===== src/rtl/p4_bd_channel_pkg.sv =====
// Shared types for the 4-phase bundled-data rendezvous channel.
package p4_bd_channel_pkg;

  localparam int CH_WIDTH_DEF     = 64;
  localparam int CH_CNT_WIDTH_DEF = 16;

  // Encoding doubles as the externally visible status code.
  typedef enum logic [1:0] {
    CH_IDLE = 2'd0,
    CH_REQ  = 2'd1,
    CH_ACK  = 2'd2,
    CH_RTZ  = 2'd3
  } ch_state_t;

endpackage


===== src/rtl/p4_bd_channel.sv =====
// Point-to-point CSP Send/Receive rendezvous. A word moves only when a sender
// and a receiver are both pending, using a req/ack return-to-zero handshake
// whose wires are exposed for observation. Four cycles minimum per word.
module p4_bd_channel
  import p4_bd_channel_pkg::*;
#(
  parameter int WIDTH     = CH_WIDTH_DEF,
  parameter int CNT_WIDTH = CH_CNT_WIDTH_DEF
) (
  input  logic                 clk,
  input  logic                 rst_n,
  input  logic                 snd_valid,
  input  logic [WIDTH-1:0]     snd_data,
  output logic                 snd_done,
  input  logic                 rcv_ready,
  output logic [WIDTH-1:0]     rcv_data,
  output logic                 rcv_done,
  output logic                 peek_valid,
  output logic                 req,
  output logic                 ack,
  output logic [WIDTH-1:0]     data_bus,
  output logic [1:0]           status,
  output logic [CNT_WIDTH-1:0] xfer_count
);

  ch_state_t            state_q, state_d;
  logic                 req_q, req_d;
  logic                 ack_q, ack_d;
  logic [WIDTH-1:0]     bus_q, bus_d;
  logic [WIDTH-1:0]     rdata_q, rdata_d;
  logic                 rdone_q, rdone_d;
  logic                 sdone_q, sdone_d;
  logic [CNT_WIDTH-1:0] cnt_q, cnt_d;

  // Next-state: one phase per cycle; only IDLE and REQ wait on the outside world.
  always_comb begin
    state_d = state_q;
    req_d   = req_q;
    ack_d   = ack_q;
    bus_d   = bus_q;
    rdata_d = rdata_q;
    rdone_d = 1'b0;
    sdone_d = 1'b0;
    cnt_d   = cnt_q;
    unique case (state_q)
      CH_IDLE: begin
        // ack is already low here, so raising req keeps the handshake legal.
        if (snd_valid) begin
          bus_d   = snd_data;
          req_d   = 1'b1;
          state_d = CH_REQ;
        end
      end
      CH_REQ: begin
        // Word is latched; a receiver withdrawing just keeps us parked here.
        if (rcv_ready) begin
          ack_d   = 1'b1;
          rdata_d = bus_q;
          rdone_d = 1'b1;
          state_d = CH_ACK;
        end
      end
      CH_ACK: begin
        req_d   = 1'b0;
        state_d = CH_RTZ;
      end
      CH_RTZ: begin
        ack_d   = 1'b0;
        sdone_d = 1'b1;
        cnt_d   = cnt_q + CNT_WIDTH'(1);
        state_d = CH_IDLE;
      end
      default: state_d = CH_IDLE;
    endcase
  end

  // State and datapath registers; reset discards any in-flight word silently.
  always_ff @(posedge clk or negedge rst_n) begin
    if (!rst_n) begin
      state_q <= CH_IDLE;
      req_q   <= 1'b0;
      ack_q   <= 1'b0;
      bus_q   <= '0;
      rdata_q <= '0;
      rdone_q <= 1'b0;
      sdone_q <= 1'b0;
      cnt_q   <= '0;
    end else begin
      state_q <= state_d;
      req_q   <= req_d;
      ack_q   <= ack_d;
      bus_q   <= bus_d;
      rdata_q <= rdata_d;
      rdone_q <= rdone_d;
      sdone_q <= sdone_d;
      cnt_q   <= cnt_d;
    end
  end

  assign snd_done   = sdone_q;
  assign rcv_data   = rdata_q;
  assign rcv_done   = rdone_q;
  assign peek_valid = (state_q == CH_REQ);
  assign req        = req_q;
  assign ack        = ack_q;
  assign data_bus   = bus_q;
  assign status     = state_q;
  assign xfer_count = cnt_q;

endmodule


===== config.mk =====
export PLATFORM = sky130hd
export DESIGN_NAME = p4_bd_channel
export DESIGN_NICKNAME = d
export VERILOG_FILES = /design/src/rtl/p4_bd_channel_pkg.sv /design/src/rtl/p4_bd_channel.sv
export SDC_FILE = /design/constraint.sdc
export NUM_CORES = 1
export LEC_CHECK = 0
export CAP_MARGIN = 20
export CELL_PAD_IN_SITES_DETAIL_PLACEMENT = 1
export CELL_PAD_IN_SITES_GLOBAL_PLACEMENT = 1
export CORE_MARGIN = 10
export CORE_UTILIZATION = 45
export DETAILED_ROUTE_END_ITERATION = 8
export DONT_BUFFER_PORTS = 1
export PLACE_DENSITY_LB_ADDON = 0.2
export SLEW_MARGIN = 20
export SYNTH_ARGS = -nofsm -noshare
export SYNTH_HDL_FRONTEND = slang
export SYNTH_SLANG_ARGS = --single-unit

===== constraint.sdc =====
create_clock -name clk -period 1.66 [get_ports clk]
set_input_delay 0.415 -clock clk [delete_from_list [all_inputs] [get_ports clk]]
set_output_delay 0.415 -clock clk [all_outputs]
set_load 0.05 [all_outputs]

== Yosys cells after proc, flatten, opt, wreduce, memory -nomap -nowiden ==
Index checks and enable logic that the tools add are counted.

* Flip-flop bits (word level): 150
* Bits of input ports: 68
* Output and inout bits: 151

* $add $sub $neg: 1
* Equal/unequal tests: 5
* Muxes and demuxes: 10
* Reduce and logical (&&, ||, !) cells: 8

{| class="wikitable"
|+ Operators with widths
! kind !! number
|-
| $add 16x1->16 const B || 1
|-
| $reduce_and 2->1 || 5
|-
| $pmux 2 s4 || 1
|-
| $mux 1 || 5
|-
| $eq 2x2->1 const B || 2
|-
| $mux 2 || 2
|-
| $ne 2x2->1 const B || 2
|-
| $pmux 1 s2 || 2
|-
| $reduce_bool 2->1 || 2
|-
| $eq 2x1->1 const B || 1
|-
| $logic_not 2->1 || 1
|}

== Longest topological paths before layout ==
Gate-level depths: netlist of run 1.

* Depth after elaboration: 3
* Depth in mapped cells: 7
* Mapped depth without buffers: 6

== Worst setup path after synthesis of run 1 ==
OpenSTA, ideal clock, no wires.

* Path type: register -> register
* Start: register state_q[0] (netlist: status[0])
* End: register rdata_q[45] (netlist: rcv_data[45])
* Data arrival time: 2.116 ns
* Data required time: 1.535 ns
* Slack: -0.581 ns
* Stages on the path, launching flop included: 6
* Path buffers: 1
* Cell sequence: dfrtp_1 -> ha_1 -> nand2_2 -> clkinv_1 -> buf_2 -> mux2_2

* Word-level cells in the longest chain between the ends: 2

{| class="wikitable"
|+ RTL lines
! item !! line !! source
|-
| start: declaration || p4_bd_channel.sv:26 || <nowiki>ch_state_t state_q, state_d;</nowiki>
|-
| start signal: assignment || p4_bd_channel.sv:89 || <nowiki>state_q <= state_d;</nowiki>
|-
| $eq 2x1->1 || -- ||
|-
| via peek_valid || p4_bd_channel.sv:18 || <nowiki>output logic peek_valid,</nowiki>
|-
| $reduce_and 2->1 (no source line) || -- ||
|-
| end signal: assignment || p4_bd_channel.sv:93 || <nowiki>rdata_q <= rdata_d;</nowiki>
|-
| end: declaration || p4_bd_channel.sv:30 || <nowiki>logic [WIDTH-1:0] rdata_q, rdata_d;</nowiki>
|}

The timed path passes the listed nets, and every way through them passes these cells.
A chain may end at the register's enable or synchronous reset.

== Worst setup path in the final report of run 1 ==
* Start: register state_q[1] (netlist: status[1])
* End: output port peek_valid

* Word-level cells in the longest chain between the ends: 1

{| class="wikitable"
|+ RTL lines
! item !! line !! source
|-
| $eq 2x1->1 || p4_bd_channel.sv:103 || <nowiki>assign peek_valid = (state_q == CH_REQ);</nowiki>
|-
| end: declaration || p4_bd_channel.sv:18 ||
|}

Every way passes these cells.

==> results of run 1 <==
-- layout by cell type, fill, tap and decap left out, types with 5 or more instances in the layout --
| cell | instances |
|---|---|
| buf_4 | 23 |
| nand4_1 | 6 |
| nand2_1 | 5 |
| xor2_1 | 8 |
| clkbuf_16 | 17 |
| xnor2_1 | 7 |
| mux2_2 | 130 |
| dfrtp_1 | 146 |
-- cell type report --
| type | instances | area [um2] |
|---|---|---|
| clock inverters | 8 | 121 |
| multi-input cells | 186 | 1910 |
| well taps | 172 | 215 |
| fillers | 1198 | 5740 |
| repair buffers | 28 | 268 |
| inverters | 5 | 20.0 |
| clock buffers | 24 | 482 |
| flip-flops and latches | 150 | 3760 |
-- critical path, cell delays in order (launching register included) --
cell	delay, ps
dfrtp_2	420
inv_2	80
ha_4	150
buf_8	150
-- metal layers --
layer / up-vias / global-route usage [%] / part of all wire, %
li1: 1331 / - / -
met1: 1551 / 15.4 / 36
met2: 137 / 24.5 / 50
met3: 12 / 10.8 / 14
met4: 0 / 5.68 / 1.0
met5: - / 0 / 0
-- worst paths after layout --
path,endpoint,slack (ps),depth (start not counted)
min in group clk,data_bus[22],150,1
hold reg to reg,xfer_count[9],520,1
setup reg to reg,xfer_count[15],70,4
hold / removal,xfer_count[9],-300,0
setup / recovery,peek_valid,40,3
max in group asynchronous,status[0],1700,0
-- registers in the layout, summed over array words and instances, names as in the netlist --
| register | count |
|---|---|
| data_bus | 64 |
| rcv_data | 64 |
| xfer_count | 16 |
| status | 2 |
| ack | 1 |
| rcv_done | 1 |
| req | 1 |
| snd_done | 1 |
-- cells by family after synthesis --
family                   synth area share [%]
buffers and inverters                    1.51
XOR/XNOR                                 2.30
multiplexers                             25.6
adder cells (fa/ha/maj)                  1.10
AO/OA/AOI/OAI                           0.438
flip-flops                               65.7
AND/OR/NAND/NOR                          3.27
-- stage by stage --
step	cell area, um2	worst slack (ps)	instances
6_report	6780	36.2	573
4_1_cts	6750	10.7	572
3_3_place_gp	6120	174	538
2_1_floorplan	5770	-13.6	354
5_1_grt	6780	-106	573
3_5_place_dp	6120	98.4	538
-- timing repair --
action                                  4_1_cts  5_1_grt
resized for setup                             2        3
endpoints found under the setup margin        1        3
buffers inserted                              2        1
endpoints found under the hold margin       150      150
==> metrics.yaml, run 1 <==
outcome: "finished with violations"
failed_checks: "hold timing"
final_util_pct: 54.1
ys_seq_area_share_pct: 65.7
syn_to_final_growth_pct: 18.7
fmax_mhz: 616
rows: 41
yosysMostFrequentCell: "dfrtp_1"
pin_count: 219
clock_skew_ps: 5.27
clk_latency_ps: 410
grt_use_total_pct: 15.3
dieHeight_um: 133
max-cap-violations: 0
fin_setup_tns_ps: 0
first_pass_iters: 4
synthTopCellsByCount: "dfrtp_1 (150), mux2_2 (130), buf_2 (12)"
syn_nets: 427
tritoncts: "yes"
synthTopCellsByArea: "dfrtp_1 (66%), mux2_2 (26%), xor2_1 (1.2%)"
cp_data_arrival_time_ps: 1210
timing.rr.start: "xfer_count[1]"
fin_crit_ps: 1620
cts-buffers-inserted: 17
ys_warn_count: 0
antenna_found_initial: 0
hold_viol_final: 150
ant_nets: 0
htree_levels: 4
cp.required_ps: 1240
hp-class: "in -> async"
syn_avg_cell_area_um2: 16.1
wl_per_cell_um: 23.5
tightest_slew_ps: 555
place_congestion: 0.731
synthCells: 354
fin_nets: 461
vias: 3031
hold_ws_ps: -301
critPathMaxFanout: 3
core_mm2: 0.0125
setup_violations: 0
ys.flop_type: "dfrtp_1"
start_kind: "flip-flop"
async_flop_share_pct: 100
synth_area_leader_cell: "dfrtp_1"
dieArea_mm2: 0.0176
relSlewSlack_pct: 63.0
yosys_register_bits: 150
drive_above_1_share_pct: 50.1
end_kind: "output port"
port_buffers: 0
drcViolationCount: 0
synth_top_cell_area_share_pct: 65.7
die_w_um: 133
synth-edff-count: 0
gr-total-overflow: 0
initial_utilization_pct: 45.6
finalCritPeriodShare_pct: 97.8
hpwl_mm: 9.68
grt_pass1_vias: 3368
synth_area_mm2: 0.00571
ys_types: 22
drtIter0Drc: 106
critPathLaunch: "status[1]"
crit_type: "reg -> out"
wl_mm: 13.5
grt_pass1_wl_mm: 20.8
root_buffer: "clkbuf_16"
rsz0062_at_grt: "true"
grt_start_max_net_pins: 151
path_clk_slew_ps: 60
diodes: 0
slew_viol_final: 0
numClockSinks: 150
clk_path_buf_depth: 2
viasPerCell: 5.29
Power of run 1 is left out: the tool's default activity adds up to more than one toggle a clock period on the data nets, which glitch-free logic cannot reach.
==> run 2: changes to the inputs <==
GPL_TIMING_DRIVEN = 0   (was not set)
RECOVER_POWER = 25   (was not set)
==> run 2 against run 1 <==
  * Worst setup slack got worse by 160 ps
  * The run ends with hold timing, setup timing left
  * Core utilization rose by 6.2 points
  * Highest routed layer unchanged
  * Critical endpoint unchanged
  * Register-to-register slack got worse by 190 ps
==> metrics.yaml, run 2 (synthesis results as in run 1) <==
pin_count: 219
vias: 3188
rsz0062_at_grt: "true"
drcViolationCount: 0
wl_mm: 15.6
end_kind: "output port"
first_pass_iters: 4
tritoncts: "yes"
cts-buffers-inserted: 17
drive_above_1_share_pct: 56.8
grt_start_max_net_pins: 151
hold_viol_final: 150
failed_checks: "hold timing, setup timing"
critPathMaxFanout: 5
initial_utilization_pct: 45.6
die_w_um: 133
tightest_slew_ps: 602
mostFrequentLayoutCell: "dfrtp_1"
port_buffers: 0
wl_per_cell_um: 26.7
core_mm2: 0.0125
place_congestion: 0.728
antenna_found_initial: 0
clock_skew_ps: 6.73
dieArea_mm2: 0.0176
fillers: 1116
ant_nets: 0
design_area_mm2: 0.00755
grt_use_total_pct: 16.9
fin_nets: 470
syn_to_final_growth_pct: 32.3
start_kind: "flip-flop"
path_clk_slew_ps: 60
slew_viol_final: 0
cp.required_ps: 1240
relSlewSlack_pct: 59.8
htree_levels: 4
numClockSinks: 150
viasPerCell: 5.48
outcome: "finished with violations"
hp-class: "in -> async"
hpwl_mm: 9.99
root_buffer: "clkbuf_16"
clk_path_buf_depth: 2
max-cap-violations: 0
final_cell_mix: "dfrtp_1 (137), mux2_2 (90), mux2_4 (40), clkbuf_16 (25), buf_12 (11)"
gr-total-overflow: 0
diodes: 0
place_area_mm2: 0.00599
crit_type: "reg -> out"
cp_data_arrival_time_ps: 1370
rows: 41
drtIter0Drc: 100
grt_pass1_vias: 3651
clk_latency_ps: 420
hold_ws_ps: -310
setup_violations: 109
grt_pass1_wl_mm: 23.0
dieHeight_um: 133
worst_slack_ps: -125
fmax_mhz: 560
finalCritPeriodShare_pct: 108
fin_crit_ps: 1790
==> run 2: cell types whose count changed in the layout (fill, tap and decap cells not counted), moves of 6 or more <==
| cell | delta |
|---|---|
| mux2_2 | -40 |
| mux2_4 | +40 |
| buf_4 | -17 |
| dfrtp_1 | -9 |
| clkbuf_16 | +8 |
| buf_12 | +7 |
| dfrtp_2 | +6 |
==> run 2: repair_timing <==
| item | in CTS | in global routing |
|---|---|---|
| setup buffers | 11 | 3 |
| gates resized for setup | 101 | 28 |
| endpoints found under the setup margin | 136 | 141 |
| pin swaps | 8 | 3 |
| hold endpoints to repair | 150 | 150 |
| cloned | 3 | 10 |
==> run 2: worst paths after layout <==
path	start	to	slack, ps	cells after the start
max	status[1]	peek_valid	-130	2
min in group clk	snd_data[59]	data_bus[59]	140	1
min	rst_n	data_bus[55]	-310	0
min reg2reg	xfer_count[9]	xfer_count[9]	700	1
max reg2reg	status[1]	rcv_data[53]	-120	6
max in group asynchronous	rst_n	data_bus[49]	1710	0
==> run 2: metrics by stage <==
step	setup slack, ps	utilization [%]	TNS [ps]	instances
floorplan	-13.6	-	-211	354
global placement	-241	47.8	-23650	526
detailed placement	-303	47.8	-28550	526
CTS	-155	57.9	-8140	572
global route	-181	60.3	-15170	582
finish	-125	60.3	-7430	582
==> run 2: cell type report <==
type                       count  area, um2  share of cell area, %
timing repair buffer          23        402                   5.32
multi-input combinational    189       2250                   29.8
clock inverter                 7        163                   2.15
tap                          172        215                   2.85
sequential                   150       3780                   50.0
clock buffer                  25        515                   6.83
buffer                        11        196                   2.60
inverter                       5       33.8                  0.447
==> run 2: worst max-delay path: stages, from the launching register on <==
cell	delay [ps]
dfrtp_4	580
inv_4	100
ha_4	270
==> run 2: metal layers <==
metal  share of wire (%)  track usage (%)  vias up  wire [um]
met2                  50             27.5      149       7810
met5                   0                0        -          0
met1                  35             16.7     1679       5400
li1                    -                -     1347          -
met4                0.69             4.58        0        108
met3                  14             12.7       13       2230
Power of run 2 is left out for the same reason.
